<file path="src/rtl/mux4_rr_arbiter.sv">
// rtl/mux4_rr_arbiter.sv - round-robin arbiter with tenure limit driving a shared 4:1 mux select
module mux4_rr_arbiter #(
    parameter int CNT_W    = 4,
    parameter int MAX_HOLD = 16
) (
    input  logic       clk,
    input  logic       rst_n,
    input  logic [3:0] req,
    output logic [3:0] gnt,
    output logic [1:0] sel,
    output logic       busy,
    output logic       timeout
);

    typedef enum logic {IDLE, GRANT} state_t;

    state_t             state, state_nx;
    logic [3:0]         gnt_nx;
    logic [1:0]         sel_nx;
    logic [1:0]         last, last_nx;
    logic               busy_nx;
    logic               timeout_nx;
    logic [CNT_W-1:0]   hold_cnt, hold_nx;
    logic [1:0]         winner;
    logic [1:0]         idx;
    logic               any_req;
    logic               owner_req;
    logic               at_limit;

    assign any_req   = |req;
    assign owner_req = req[sel];
    assign at_limit  = (hold_cnt == CNT_W'(MAX_HOLD - 1));

    // Scan from the farthest candidate back to last+1 so the nearest requester wins;
    // the previous owner (offset 4 wraps to last) is therefore lowest priority.
    always_comb begin
        winner = last;
        idx    = '0;
        for (int k = 4; k >= 1; k--) begin
            idx = last + 2'(k);
            if (req[idx]) begin
                winner = idx;
            end
        end
    end

    always_comb begin
        state_nx   = state;
        gnt_nx     = gnt;
        sel_nx     = sel;
        busy_nx    = busy;
        timeout_nx = 1'b0;
        hold_nx    = hold_cnt;
        last_nx    = last;
        case (state)
            IDLE: begin
                if (any_req) begin
                    state_nx = GRANT;
                    gnt_nx   = 4'b0001 << winner;
                    sel_nx   = winner;
                    busy_nx  = 1'b1;
                    hold_nx  = '0;
                    last_nx  = winner;
                end
            end
            GRANT: begin
                if (!owner_req || at_limit) begin
                    timeout_nx = owner_req;
                    if (any_req) begin
                        gnt_nx   = 4'b0001 << winner;
                        sel_nx   = winner;
                        busy_nx  = 1'b1;
                        hold_nx  = '0;
                        last_nx  = winner;
                    end else begin
                        state_nx = IDLE;
                        gnt_nx   = 4'b0000;
                        busy_nx  = 1'b0;
                        hold_nx  = '0;
                    end
                end else begin
                    hold_nx = hold_cnt + 1'b1;
                end
            end
            default: begin
                state_nx = IDLE;
                gnt_nx   = 4'b0000;
                busy_nx  = 1'b0;
            end
        endcase
    end

    always_ff @(posedge clk or negedge rst_n) begin
        if (!rst_n) begin
            state    <= IDLE;
            gnt      <= 4'b0000;
            sel      <= 2'b00;
            busy     <= 1'b0;
            timeout  <= 1'b0;
            hold_cnt <= '0;
            last     <= 2'd3;
        end else begin
            state    <= state_nx;
            gnt      <= gnt_nx;
            sel      <= sel_nx;
            busy     <= busy_nx;
            timeout  <= timeout_nx;
            hold_cnt <= hold_nx;
            last     <= last_nx;
        end
    end

endmodule

</file>
<file path="config.mk">
export PLATFORM = sky130hd
export DESIGN_NAME = mux4_rr_arbiter
export DESIGN_NICKNAME = d
export VERILOG_FILES = /design/src/rtl/mux4_rr_arbiter.sv
export SDC_FILE = /design/constraint.sdc
export NUM_CORES = 1
export LEC_CHECK = 0
export CORE_MARGIN = 2
export CORE_UTILIZATION = 45
export DETAILED_ROUTE_END_ITERATION = 8
export GPL_TIMING_DRIVEN = 1
export HOLD_SLACK_MARGIN = 0.1
export MAX_ROUTING_LAYER = met4
export PLACE_DENSITY = 0.78
export SYNTH_ARGS = -nofsm -noshare
export SYNTH_HDL_FRONTEND = slang
export SYNTH_SLANG_ARGS = --single-unit
</file>
<file path="constraint.sdc">
create_clock -name clk -period 1.55 [get_ports clk]
set_clock_uncertainty 0.05 [all_clocks]
set_input_delay 0.31 -clock clk [delete_from_list [all_inputs] [get_ports clk]]
set_output_delay 0.31 -clock clk [all_outputs]
set_load 0.02 [all_outputs]
</file>
=== Word level (Yosys, flattened, before mapping) ===
Cells that the tools add are included.

* RAM bits: 0
* Register bits after elaboration: 15
* Input bits: 6
* Bits in latches: 0
* Memories kept: 0
* Bits in read-only memories: 0
* Word-level logic and storage cells: 56

* Equality and inequality tests: 3
* Shift operators: 1
* Reductions and logical operators: 4
* Mux-type cells: 32
* Bitwise gates (word level): 1
* Magnitude comparators: 4
* Add/subtract/negate cells: 4
* $mul: 0
* Divide/modulo/power cells: 0

{| class="wikitable"
|+ Operator list
! operator !! count
|-
| 4-bit 2-to-1 mux || 5
|-
| 4-bit case mux with 2 select lines || 2
|-
| 2-bit 2-to-1 mux || 7
|-
| 2-bit by 3-bit < comparator with 1-bit output, second input constant || 4
|-
| 1-bit 2-to-1 mux || 10
|-
| 1-bit binary-select mux with 2-bit select || 4
|-
| 2-bit case mux with 2 select lines || 2
|-
| 2-bit adder, second input constant || 2
|-
| 4-bit by 1-bit adder with 4-bit output, second input constant || 1
|-
| 4-bit equality test, second input constant || 1
|-
| 1-bit case mux with 2 select lines || 2
|-
| 4-bit OR reduction || 1
|-
| 1-bit by 2-bit left shift with 4-bit output, first input constant || 1
|-
| 2-bit by 1-bit adder with 2-bit output, second input constant || 1
|-
| 2-bit by 1-bit inequality test with 1-bit output, second input constant || 1
|-
| 2-bit inequality test, second input constant || 1
|-
| 2-bit AND reduction || 1
|-
| 1-bit logical NOT || 1
|-
| 1-bit logical OR || 1
|-
| 1-bit NOT || 1
|}

=== Depth between registers and ports, before layout ===
* Word-level depth: 10
* Mapped depth: 5
* Depth with buffers taken out: 4

=== Worst setup path before layout ===
Ideal clock, no wire load.

* Path type: register to register
* Start point: reg sel[1]
* End point: reg sel[0]
* Stages on the path, launching flop included: 5
* Arrival time: 1.531 ns
* Path buffers: 0
* Setup time: 0.125 ns
* Setup slack: -0.156 ns
* Path through: dfrtp_1 mux2i_1 o22ai_4 a21boi_4 mux2_4

* Longest elaborated chain between the ends: 5

{| class="wikitable"
|+ RTL lines
! item !! line !! source
|-
| from (decl) || 10 || <nowiki>output logic [1:0] sel,</nowiki>
|-
| from (signal assigned) || 105 || <nowiki>sel <= sel_nx;</nowiki>
|-
| 1-bit binary-select mux with 2-bit select || 31 || <nowiki>assign owner_req = req[sel];</nowiki>
|-
| 1-bit 2-to-1 mux (implied by the code) || 31 ||
|-
| 1-bit logical NOT || 67 || <nowiki>if (!owner_req || at_limit) begin</nowiki>
|-
| 1-bit logical OR || 67 ||
|-
| 2-bit by 1-bit inequality test with 1-bit output (no source line) || - ||
|}

Every way passes these cells. The select of a mux whose other input is x is not followed.
A chain may end at the register's enable or synchronous reset.

=== Worst setup path in the final report ===
* Start point: reg sel[1]
* End point: reg gnt[1]

* Longest elaborated chain between the ends: 6

{| class="wikitable"
|+ RTL lines
! item !! line !! source
|-
| 1-bit binary-select mux with 2-bit select || 31 ||
|-
| 1-bit 2-to-1 mux (implied by the code) || 31 ||
|-
| 1-bit logical NOT || 67 ||
|-
| 1-bit logical OR || 67 ||
|-
| 2-bit by 1-bit inequality test with 1-bit output (no source line) || - ||
|-
| 2-bit AND reduction (no source line) || - ||
|-
| to (signal assigned) || 104 || <nowiki>gnt <= gnt_nx;</nowiki>
|-
| to (decl) || 9 || <nowiki>output logic [3:0] gnt,</nowiki>
|}

Every way passes these cells. The select of a mux whose other input is x is not followed.

==> impl_metrics.json <==
{
  "port_buffers": 13,
  "syn-cell-area_um2": 798.3,
  "maxCapViolations": 0,
  "clkTransAtPathRegs_ns": 0.10,
  "slew_headroom_pct": 76.28,
  "violations": "negative setup slack",
  "ys_types": 32,
  "grt_max_degree": 10,
  "hold_slack_ns": 0.2392,
  "utilization_pct": 67.63,
  "drt_iter0_markers": 14,
  "synth_cells": 71,
  "wl_per_cell_um": 15.17,
  "crit_path_start_kind": "register",
  "grt_usage_pct": 19.09,
  "synth_nets": 78,
  "cts-root-buf": "clkbuf_4",
  "worstPathRequired_ns": 1.73,
  "die_w_um": 46.12,
  "clock_sinks": 15,
  "drtPass1Iterations": 4,
  "seq_area_frac_synth_pct": 47.34,
  "drv_slew": 0,
  "period_needed_ns": 1.567,
  "fmax_ghz": 0.6382,
  "die_area_mm2": 0.002127,
  "power_density_mw_per_mm2": 1893,
  "irDropWorstVdd_uv": 901.1,
  "clk_latency_ns": 0.28,
  "antenna_cells": 0,
  "worst_pin_slew_ns": 0.3546,
  "cp_data_arrival_time_ns": 1.74,
  "yosysWarnings": 0,
  "place_hpwl_mm": 1.324,
  "initial_core_util_pct": 47.26,
  "numCtsBuffers": 3,
  "via_per_inst": 5.717,
  "num_rows": 15,
  "fin_ws_ns": -0.01682,
  "globalplace.congestion": 0.7721,
  "finalNetCount": 111,
  "p_leak_nw": 0.5439,
  "ant_nets": 0,
  "drive_gt1_share_pct": 36.89,
  "ioPinCount": 14,
  "core_mm2": 0.001689,
  "grt_overflow": 0,
  "hold_viol": 0,
  "area_growth_pct": 43.10,
  "clockBufferDepth": 2,
  "hold_path_class": "primary input to asynchronous set/reset pin",
  "ctsHoldBuffers": 0,
  "timing.final.crit_share_pct": 101.1,
  "drc_errors": 0,
  "fp.dieH_um": 46.12,
  "end_kind": "register",
  "crit_fanout": 6,
  "synth.ff_latch_count": 15,
  "grt_pass1_wl_mm": 2.766,
  "cts_htree_levels": 1,
  "antenna_found_initial": 0,
  "path_class": "register to register",
  "setup_viol": 5,
  "rsz0062_at_grt": "yes",
  "num_vias": 686,
  "grt_pass1_vias": 661,
  "cts_tree": "built",
  "routed_wl_mm": 1.820,
  "syn_avg_cell_area_um2": 11.24,
  "status": "finished, violations left"
}
[synth_stat cells, drive strengths merged]
master / number / area share [%]
a31oi: 1 / 0.78
nand2b: 4 / 3.1
a21oi: 3 / 1.9
or4: 2 / 2.4
o21ai: 3 / 1.9
dfrtp: 13 / 41
a22o: 2 / 2.2
o22a: 1 / 1.1
ha: 1 / 1.6
nand3: 2 / 1.3
dfstp: 2 / 6.6
o32ai: 2 / 2.2
nand2: 2 / 0.94
inv: 6 / 2.8
nand3b: 1 / 0.94
o31ai: 1 / 0.94
mux2: 1 / 1.9
buf: 1 / 1.4
or2: 1 / 0.78
nor2: 4 / 2.2
mux2i: 6 / 7.5
a21boi: 1 / 2.4
or2b: 1 / 0.94
o22ai: 3 / 4.1
a21o: 1 / 0.94
and3: 1 / 0.78
nor2b: 1 / 0.78
a32o: 4 / 5.0
[flip-flops by register name, indices dropped and copies added (netlist names)]
name,flops
busy,1
gnt,4
hold_cnt,4
last,2
sel,2
state,1
timeout,1
[cells by family after synthesis]
family | count (synthesis) | synth area share (%)
multiplexers | 7 | 9.404
AND/OR/NAND/NOR | 19 | 14.11
buffers and inverters | 7 | 4.232
AO/OA/AOI/OAI | 22 | 23.36
adder cells (fa/ha/maj) | 1 | 1.567
flip-flops | 15 | 47.34
[power by group]
group          total, mW  switching, mW  internal [mW]
registers          0.677          0.128          0.549
logic               1.26          0.582          0.675
clock network      0.229          0.133         0.0958
total               2.16          0.843           1.32
[cell usage in the layout (no fill, tap or decap), drive strengths merged]
master / synthesis / routed
ha: 1 / 1
o22a: 1 / 1
buf: 1 / 16
o22ai: 3 / 3
nor2b: 1 / 1
or2: 1 / 1
mux2: 1 / 1
a22o: 2 / 2
o21ai: 3 / 3
or4: 2 / 2
o32ai: 2 / 2
a21oi: 3 / 3
a31oi: 1 / 1
a32o: 4 / 4
inv: 6 / 6
clkinv: 0 / 1
nand2: 2 / 2
dlygate4sd2: 0 / 12
dfrtp: 13 / 13
a21o: 1 / 1
a21boi: 1 / 1
clkdlybuf4s50: 0 / 1
nand3b: 1 / 1
mux2i: 6 / 6
nand3: 2 / 2
o31ai: 1 / 1
or2b: 1 / 1
and3: 1 / 1
dfstp: 2 / 2
clkbuf: 0 / 3
nand2b: 4 / 4
nor2: 4 / 4
[per-stage QoR]
step / setup WS [ns] / TNS [ns] / area [um2] / cells / total power [mW]
after floorplan: -0.05040 / -0.05040 / 814.5 / 71 / 1.347
after global placement: -0.4261 / -4.992 / 1052 / 113 / 1.757
after detailed placement: -0.4538 / -5.298 / 1052 / 113 / 1.795
after CTS: -0.03209 / -0.03209 / 1095 / 118 / 2.050
after global routing: -0.07093 / -0.4937 / 1142 / 120 / 2.284
final: -0.01682 / -0.04863 / 1142 / 120 / 2.163
[critical path, cell delays in order (launching register included)]
cell and delay, ns:
dfrtp_2 0.47, mux2i_4 0.21, o22a_2 0.28, o22ai_1 0.31, a32o_1 0.18
[worst paths after layout]
path                            slack (ns)  depth (start not counted)          startpoint                      end
worst min register to register        0.43                          1    busy$_DFFE_PN0P_         busy$_DFFE_PN0P_
worst max register to register       -0.02                          4  sel[1]$_DFFE_PN0P_       gnt[1]$_DFFE_PN0P_
worst max-delay path                 -0.02                          4  sel[1]$_DFFE_PN0P_       gnt[1]$_DFFE_PN0P_
max in group asynchronous             0.78                          2               rst_n  hold_cnt[0]$_DFFE_PN0P_
worst min-delay path                  0.24                          1               rst_n       sel[0]$_DFFE_PN0P_
min in group clk                      0.43                          1    busy$_DFFE_PN0P_         busy$_DFFE_PN0P_
[metal layers]
layer	global-route usage, %	vias to the layer above	part of all wire, %
li1	-	330	-
met1	25.13	323	45
met2	28.61	29	49
met3	2.353	4	3.8
met4	10.29	0	2.4
met5	-	-	0
[layout make-up]
type	count	area (um2)
fill	134	546.8
multi-input combinational	49	449.2
sequential	15	379.1
timing repair buffer	29	242.7
clock buffer	3	22.52
inverter	6	22.52
tap	17	21.27
clock inverter	1	5.005
[timing repair]
| item | in CTS | in global routing |
|---|---|---|
| setup buffers | 1 | 2 |
| pin swaps | 2 | 5 |
| setup endpoints to repair | 20 | 9 |
| resized for setup | 19 | 6 |
No activity file was read; power rests on OpenSTA's default activity.
